### config.mk
export PLATFORM = sky130hd
export DESIGN_NAME = parity_rx
export DESIGN_NICKNAME = d
export VERILOG_FILES = /design/src/rtl/parity_pkg.sv /design/src/rtl/par_shift_in.sv /design/src/rtl/parity_rx.sv
export SDC_FILE = /design/constraint.sdc
export NUM_CORES = 1
export LEC_CHECK = 0
export CAP_MARGIN = 0
export CORE_ASPECT_RATIO = 0.9
export CORE_MARGIN = 1.5
export CORE_UTILIZATION = 52
export DETAILED_ROUTE_END_ITERATION = 8
export PLACE_DENSITY = 0.74
export SYNTH_ARGS = -nofsm -noshare
export SYNTH_HDL_FRONTEND = slang
export SYNTH_SLANG_ARGS = --single-unit
### constraint.sdc
create_clock -name Clk -period 2.26 [get_ports Clk]
set_clock_uncertainty 0.15 [all_clocks]
set_input_delay 0.452 -clock Clk [delete_from_list [all_inputs] [get_ports Clk]]
set_output_delay 0.452 -clock Clk [all_outputs]
set_load 0.005 [all_outputs]
### src/rtl/parity_pkg.sv
// Shared definitions for the parity-protected serial receiver.
// Holds the receiver FSM state encoding, the start/stop bit levels and a
// helper that returns the frame length in clock cycles for a given width.
package parity_pkg;

  typedef enum logic [1:0] {
    IDLE   = 2'd0,
    DATA   = 2'd1,
    PARITY = 2'd2,
    STOP   = 2'd3
  } state_e;

  localparam logic START_BIT = 1'b1;
  localparam logic STOP_BIT  = 1'b0;

  // Cycles per frame: start + data bits + parity + stop.
  function automatic int unsigned frame_len(input int unsigned data_w);
    return data_w + 32'd3;
  endfunction

endpackage

### src/rtl/par_shift_in.sv
// Serial-in / parallel-out shift register.
// New bits enter at the LSB, so an MSB-first stream ends up in natural order.
// Ports:
//   clk_i      - clock
//   rst_ni     - asynchronous active-low reset
//   shift_en_i - shift sdin_i in on this edge
//   sdin_i     - serial input bit
//   data_o     - parallel contents of the register
module par_shift_in #(
  parameter int unsigned DATA_W = 8
) (
  input  logic              clk_i,
  input  logic              rst_ni,
  input  logic              shift_en_i,
  input  logic              sdin_i,
  output logic [DATA_W-1:0] data_o
);

  logic [DATA_W-1:0] data_q;

  always_ff @(posedge clk_i or negedge rst_ni) begin
    if (!rst_ni) begin
      data_q <= '0;
    end else if (shift_en_i) begin
      data_q <= {data_q[DATA_W-2:0], sdin_i};
    end
  end

  assign data_o = data_q;

endmodule

### src/rtl/parity_rx.sv
// Serial receiver for the parity-protected serial link.
// Frame: start bit 1, DATA_W data bits MSB-first, even-parity bit, stop bit 0.
// The completed word and its error flags are presented with a one-cycle
// Valid strobe and held until the next frame completes.
// Build option: define PARITY_RX_STOP_CHECK_EN to flag a stop bit of 1 on
// frame_error; otherwise the stop slot is consumed but ignored.
// Ports:
//   Clk         - clock, all state changes on the rising edge
//   Rst_n       - asynchronous active-low reset
//   SDin        - serial line, idles low
//   PDout       - last received data word
//   Valid       - one-cycle strobe, PDout and flags updated
//   par_error   - parity mismatch on last frame
//   frame_error - stop bit not 0 on last frame
//   Busy        - frame in progress
module parity_rx
  import parity_pkg::*;
#(
  parameter int unsigned DATA_W = 8
) (
  input  logic              Clk,
  input  logic              Rst_n,
  input  logic              SDin,
  output logic [DATA_W-1:0] PDout,
  output logic              Valid,
  output logic              par_error,
  output logic              frame_error,
  output logic              Busy
);

  localparam int unsigned      CNT_W    = (DATA_W > 1) ? $clog2(DATA_W) : 1;
  localparam logic [CNT_W-1:0] CNT_LAST = CNT_W'(DATA_W - 1);

  state_e            state_q;
  logic [CNT_W-1:0]  cnt_q;
  logic              par_bit_q;
  logic [DATA_W-1:0] pdout_q;
  logic              valid_q;
  logic              par_err_q;
  logic              frame_err_q;
  logic              busy_q;
  logic [DATA_W-1:0] shift_data;
  logic              shift_en_c;

  // Data bits are shifted in on every DATA-state edge.
  assign shift_en_c = (state_q == DATA);

  par_shift_in #(
    .DATA_W (DATA_W)
  ) u_shift (
    .clk_i      (Clk),
    .rst_ni     (Rst_n),
    .shift_en_i (shift_en_c),
    .sdin_i     (SDin),
    .data_o     (shift_data)
  );

  // Receiver FSM with registered outputs.
  always_ff @(posedge Clk or negedge Rst_n) begin
    if (!Rst_n) begin
      state_q     <= IDLE;
      cnt_q       <= '0;
      par_bit_q   <= 1'b0;
      pdout_q     <= '0;
      valid_q     <= 1'b0;
      par_err_q   <= 1'b0;
      frame_err_q <= 1'b0;
      busy_q      <= 1'b0;
    end else begin
      valid_q <= 1'b0;
      case (state_q)
        IDLE: begin
          if (SDin == START_BIT) begin
            state_q <= DATA;
            cnt_q   <= '0;
            busy_q  <= 1'b1;
          end
        end
        DATA: begin
          // Counter stops at the last index instead of wrapping.
          if (cnt_q == CNT_LAST) begin
            state_q <= PARITY;
          end else begin
            cnt_q <= cnt_q + CNT_W'(1);
          end
        end
        PARITY: begin
          par_bit_q <= SDin;
          state_q   <= STOP;
        end
        STOP: begin
          // Errored frames are delivered too; the flags travel with Valid.
          pdout_q   <= shift_data;
          par_err_q <= (^shift_data) ^ par_bit_q;
`ifdef PARITY_RX_STOP_CHECK_EN
          frame_err_q <= (SDin != STOP_BIT);
`else
          frame_err_q <= 1'b0;
`endif
          valid_q <= 1'b1;
          busy_q  <= 1'b0;
          // A 1 in the stop slot is never treated as a new start bit.
          state_q <= IDLE;
        end
        default: begin
          state_q <= IDLE;
          busy_q  <= 1'b0;
        end
      endcase
    end
  end

  assign PDout       = pdout_q;
  assign Valid       = valid_q;
  assign par_error   = par_err_q;
  assign frame_error = frame_err_q;
  assign Busy        = busy_q;

endmodule

==> out/qor.csv, run 1 <==
stage;metric;value;unit
clocking;cts_setup_buffers;0;
global_routing;antenna_found_initial;0;
place;place_inst;116;
power_and_ir_drop;peakVddDrop;0.00100;V
floorplan;die_y;47.2;µm
clocking;clkLatencyLatePin;0.31;ns
timing;finalCritPeriodShare;81.4;%
critical_path;cp_num_cells;1;
synthesis;yosys.cell_count.top_type;dfrtp_1;
clocking;cts_sinks;25;
routing;viasPerCell;5.39;
worst_hold_path;min_path_type;in -> async;
critical_path;cpPeakStageDelay;0.51;ns
critical_path;crit_fanout;3;
critical_path;cp.required;1.66;ns
synthesis;ys_ff_latch;25;
place;pre_cts_slack;0.259;ns
critical_path;path_cells;clkdlybuf4s50_1;
timing;fin_tns_setup;0;ns
synthesis;synthArstFlopShare;100;%
clocking;h-tree-depth;1;
routing;wire_per_inst;14.6;µm
floorplan;rows;15;
place;dp_hpwl;1270;µm
timing;fin_crit;1.84;ns
synthesis;synth_common_cells;dfrtp_1, mux2_2, ha_1, a22o_1, xnor2_1;
synthesis;synth_cell_types;21;
floorplan;die_area;2460;µm²
critical_path;cp_top_family;buffers and inverters;
synthesis;synth_top_area_cell;dfrtp_1;
timing;drv_slew;0;
routing;postRouteWirelength;1750;µm
critical_path;cp-start-kind;flip-flop;
clocking;cts-root-buf;clkbuf_4;
power_and_ir_drop;leakagePower;0.596;nW
critical_path;worstSetupPathType;reg -> out;
power_and_ir_drop;power.density;1660;nW/µm²
critical_path;crit_buf_inv;1;
global_routing;gr-total-overflow;0;
routing;ant_nets;0;
global_routing;track_usage;17.1;%
critical_path;timing.reg2reg.setup_slack;0.46;ns
critical_path;crit_arrival;1.24;ns
floorplan;core;1990;µm²
clocking;cts_inserted_buffers;3;
floorplan;start_util;56.9;%
timing;holdWs;0.334;ns
floorplan;io_pins;15;
timing;fin_ws;0.421;ns
run_status;status;finished clean;
place;gp_congestion;0.733;
floorplan;chipWidth;52.2;µm
timing;setup_viol;0;
clocking;cts.reportedPaths.clkPinSlew;0.12;ns
job;drv_cap;0;
synthesis;ys.flop_type;dfrtp_1;
place;portBuffers;13;
synthesis;ys_seq_area_share;55.3;%
clocking;cts_resized;0;
final_layout;n_antenna_cell;0;
synthesis;yosys_warnings;0;
global_routing;grt_max_degree;26;
synthesis;synthCells;79;
final_layout;synthToLayoutAreaGrowth;16.6;%
synthesis;synth_fp_nets;88;
clocking;cts_tree;built;
timing;slew_headroom;65.5;%
timing;rsz0062_at_grt;no;
critical_path;crit_path_end_kind;output port;
synthesis;yosys-top-cells-area;dfrtp_1, mux2_2, ha_1, a22o_1, xnor2_1;
clocking;postCtsHoldBufs;0;
synthesis;synthesis.area;1130;µm²
final_layout;layout.cells.non_filler;120;
synthesis;yosysTopAreaCellShare;55.3;%
routing;vias;647;
routing;first_pass_iters;4;
timing;hold_viol;0;
synthesis;synth-edff-count;0;
global_routing;grt_pass1_vias;648;
power_and_ir_drop;power.total;2.19;mW
timing;worst_slew_pin_slew;0.518;ns
critical_path;ff2ff_path_depth;6;
routing;drc_errors;0;
final_layout;final_nets;105;
clocking;cts_buffer_depth;2;
synthesis;syn_avg_cell_area;14.3;µm²
routing;drtIter0Drc;1;
global_routing;grt_pass1_wl;2900;µm
timing;fmax;544;MHz
critical_path;crit_slowest_cell;clkdlybuf4s50_1;
final_layout;drive_above_1_share;26.3;%
[kinds of logic (layout without fill, tap and decap cells)]
family / count (synthesis) / count (layout) / share of synthesized area [%]
flops: 25 / 25 / 55.3
xor+xnor: 7 / 7 / 7.30
buf+inv: 5 / 21 / 1.99
other cells: 1 / 1 / 0.332
simple gates: 6 / 6 / 2.43
fa+ha+maj: 6 / 6 / 6.64
compound gates: 10 / 10 / 6.75
mux: 19 / 19 / 19.2
[routing by layer]
layer / share of wire, % / global-route usage [%]
met1: 45 / 21.3
met2: 49 / 27.6
met3: 5.1 / 6.69
met4: 0.97 / 6.67
met5: 0 / 0
[flip-flops by register name, indices dropped and copies added, names as in the netlist]
register / flops
u_shift.data_o: 8
state_q: 2
PDout: 8
Busy: 1
par_bit_q: 1
cnt_q: 3
Valid: 1
par_error: 1
[where the power goes]
| part | switching (mW) | total [mW] | internal, mW |
|---|---|---|---|
| logic | 0.393 | 1.14 | 0.750 |
| registers | 0.178 | 0.855 | 0.677 |
| clock network | 0.124 | 0.193 | 0.0691 |
| total | 0.695 | 2.19 | 1.50 |
[cell usage in the layout (no fill, tap or decap), types with 2 or more instances in the layout]
cell	n
ha_1	6
nor2_1	2
dfrtp_1	25
inv_1	2
nand2_1	2
nor2b_1	2
o21ai_0	2
clkdlybuf4s50_1	13
buf_4	2
clkbuf_4	3
mux2_2	18
xnor2_1	4
a22o_1	5
[metrics by stage]
step	utilization [%]	cell area, µm²
6_report	66.3	1320
5_1_grt	66.3	1320
4_1_cts	66.3	1320
3_5_place_dp	65.0	1290
3_3_place_gp	65.0	1290
2_1_floorplan	-	1130
[worst paths after layout]
path,start,to
setup / recovery,Busy$_DFFE_PN0P_,Busy
hold / removal,Rst_n,cnt_q[1]$_DFFE_PN0P_
setup reg to reg,state_q[0]$_DFFE_PN0P_,cnt_q[0]$_DFFE_PN0P_
hold reg to reg,PDout[5]$_DFFE_PN0P_,PDout[5]$_DFFE_PN0P_
max in group asynchronous,Rst_n,u_shift.data_o[0]$_DFFE_PN0P_
min in group Clk,PDout[5]$_DFFE_PN0P_,PDout[5]$_DFFE_PN0P_
[area by class of cell]
class	count	area, µm²
fill	165	671
sequential	25	626
multi-input combinational	49	483
timing repair buffer	15	145
tap	25	31.3
clock buffer	4	26.3
inverter	2	7.51
Power figures use the tool's default switching activity.
==> run 2: changes to the inputs <==
clock period = 1.9 ns   (was 2.26 ns; I/O delays follow)
==> run 2 against run 1 <==
Sequential share of layout area is 0.53 points lower. Die area unchanged. Count of clock-buffer cells in the layout did not move. Cell count increased by 1.7%. Worst setup slack got worse by 0.28 ns. Total power up 19%. Flip-flop and latch count stayed put. Non-clock buffer count up 2. Routed wire length fell by 5.6%. Combinational power increased by 20%. Critical path type is now reg -> reg. Critical endpoint is now cnt_q[0]$_DFFE_PN0P_. Largest power group unchanged.
==> out/qor.csv, run 2 (synthesis results as in run 1) <==
stage;metric;value;unit;change
run_status;status;finished clean;;
clocking;h-tree-depth;1;;unchanged
final_layout;multiInputGateArea;483;µm²;unchanged
critical_path;cpPeakStageDelay;0.44;ns;-0.07 ns
critical_path;ff2ff_path_depth;6;;unchanged
critical_path;cp-start-kind;flip-flop;;
final_layout;drive_above_1_share;27.8;%;+1.5 points
global_routing;gr-total-overflow;0;;unchanged
floorplan;chipWidth;52.2;µm;unchanged
timing;drv_slew;0;;unchanged
clocking;cts_sinks;25;;unchanged
timing;finalCritPeriodShare;92.7;%;
timing;fmax;568;MHz;
floorplan;io_pins;15;;unchanged
critical_path;path_cells;inv_1 > ha_1 > nor2b_1 > nor2_1 > mux2_2 > a22o_1;;
floorplan;die_area;2460;µm²;unchanged
clocking;cts_resized;0;;unchanged
global_routing;grt_pass1_vias;639;;-1.4%
final_layout;final_nets;107;;+1.9%
routing;ant_nets;0;;unchanged
power_and_ir_drop;power.density;1960;nW/µm²;+18%
job;drv_cap;0;;unchanged
place;portBuffers;13;;unchanged
routing;wire_per_inst;13.6;µm;-7.1%
clocking;clkLatencyLatePin;0.31;ns;about the same
timing;holdWs;0.257;ns;-0.0764 ns
critical_path;crit_slowest_cell;dfrtp_1;;
power_and_ir_drop;power.total;2.61;mW;+19%
critical_path;cp.required;1.97;ns;+0.31 ns
worst_hold_path;min_path_type;in -> async;;
floorplan;rows;15;;unchanged
critical_path;crit_arrival;1.83;ns;+0.59 ns
final_layout;final_cell_mix;dfrtp_1, mux2_2, clkdlybuf4s50_1, ha_1, a22o_1;;
timing;hold_viol;0;;unchanged
floorplan;die_y;47.2;µm;unchanged
global_routing;track_usage;16.8;%;-0.28 points
critical_path;worstSetupPathType;reg -> reg;;
critical_path;crit_path_end_kind;flip-flop;;
final_layout;fill_cells;158;;-4.2%
clocking;cts-root-buf;clkbuf_4;;
final_layout;regArea;626;µm²;unchanged
clocking;postCtsHoldBufs;0;;unchanged
clocking;cts_tree;built;;
floorplan;start_util;56.9;%;unchanged
timing;fin_tns_setup;0;ns;unchanged
power_and_ir_drop;peakVddDrop;0.00113;V;+13%
critical_path;r2r-start;state_q[0]$_DFFE_PN0P_;;
routing;first_pass_iters;1;;-3
final_layout;n_antenna_cell;0;;unchanged
clocking;cts_setup_buffers;0;;unchanged
routing;drc_errors;0;;unchanged
global_routing;grt_pass1_wl;2900;µm;unchanged
critical_path;crit_path_start;state_q[0]$_DFFE_PN0P_;;
power_and_ir_drop;p_clk_share;8.8;%;about the same
place;dp_hpwl;1180;µm;-7.1%
final_layout;final_common_cell;dfrtp_1;;
final_layout;synthToLayoutAreaGrowth;17.9;%;
routing;viasPerCell;5.09;;-5.6%
global_routing;antenna_found_initial;0;;unchanged
power_and_ir_drop;intPower;1.80;mW;+20%
final_layout;fin_util;67.0;%;+0.75 points
clocking;cts_buffer_depth;2;;unchanged
power_and_ir_drop;swShare;31.1;%;-0.56 points
routing;postRouteWirelength;1660;µm;-5.6%
power_and_ir_drop;switching_power;0.813;mW;+17%
place;gp_congestion;0.710;;-3.2%
floorplan;core;1990;µm²;unchanged
clocking;cts.reportedPaths.clkPinSlew;0.12;ns;about the same
timing;fin_crit;1.76;ns;
power_and_ir_drop;seqPwrFrac;38.7;%;-0.3 points
critical_path;crit_fanout;4;;+1
clocking;cts_inserted_buffers;3;;unchanged
power_and_ir_drop;p_comb_share;52.5;%;+0.3 points
global_routing;grt_max_degree;26;;unchanged
timing;setup_viol;0;;unchanged
routing;vias;621;;-4.0%
power_and_ir_drop;leakagePower;0.606;nW;+1.7%
routing;drtIter0Drc;0;;-1
timing;rsz0062_at_grt;no;;
run 2: changes by cell type in the layout (fill, tap and decap cells not counted), sizes merged:
cell  delta
buf      +2
run 2: worst max-delay path, delay by kind of cell (launching register included):
kind                     cells  cell delay [ns]
flip-flops                   1             0.44
AND/OR/NAND/NOR              2             0.35
AO/OA/AOI/OAI                1             0.17
multiplexers                 1             0.26
buffers and inverters        1             0.09
adder cells (fa/ha/maj)      1             0.20
run 2: path summary, 6_finish.rpt:
check | end | slack, ns
worst max-delay path | cnt_q[0]$_DFFE_PN0P_ | 0.14
worst min-delay path | cnt_q[0]$_DFFE_PN0P_ | 0.26
worst max register to register | cnt_q[0]$_DFFE_PN0P_ | 0.14
worst min register to register | PDout[2]$_DFFE_PN0P_ | 0.37
max in group asynchronous | par_error$_DFFE_PN0P_ | 1.11
min in group Clk | PDout[2]$_DFFE_PN0P_ | 0.37
run 2: stage by stage:
step                      worst slack [ns]  cells  cell area [µm²]
after global placement              0.0420    118             1310
after CTS                            0.120    122             1330
after detailed placement            0.0148    118             1310
final                                0.138    122             1330
after floorplan                      0.255     79             1130
after global routing               0.00210    122             1330
run 2: metal layers:
metal  GRT usage [%]  routed length (µm)
met5               0                   0
met4            3.08                   0
met3            6.69                  85
met2            25.8                 754
met1            23.3                 816
run 2: cell type report:
class,instances,share of cell area (%)
Clock buffer,4,1.97
Inverter,2,0.563
Multi-Input combinational cell,49,36.2
Sequential cell,25,46.9
Tap cell,25,2.35
Timing Repair Buffer,17,12.0
run 2: power groups by stage:
stage	logic, mW	registers (mW)	clock network [mW]
floorplan	0.973	0.993	0
global placement	1.36	1.02	0
detailed placement	1.39	1.03	0
CTS	1.40	1.02	0.242
global route	1.51	1.06	0.258
finish	1.37	1.01	0.229
==> run 3: changes to the inputs <==
MAX_ROUTING_LAYER = met4   (was default)
==> results of run 3 <==
The final DEF is identical to that of run 2; final timing and power are the same.
Among the figures that moved: final weighted congestion in routability-driven placement 0.710 -> 0.718; overall routing resource usage 16.8% -> 17.4%
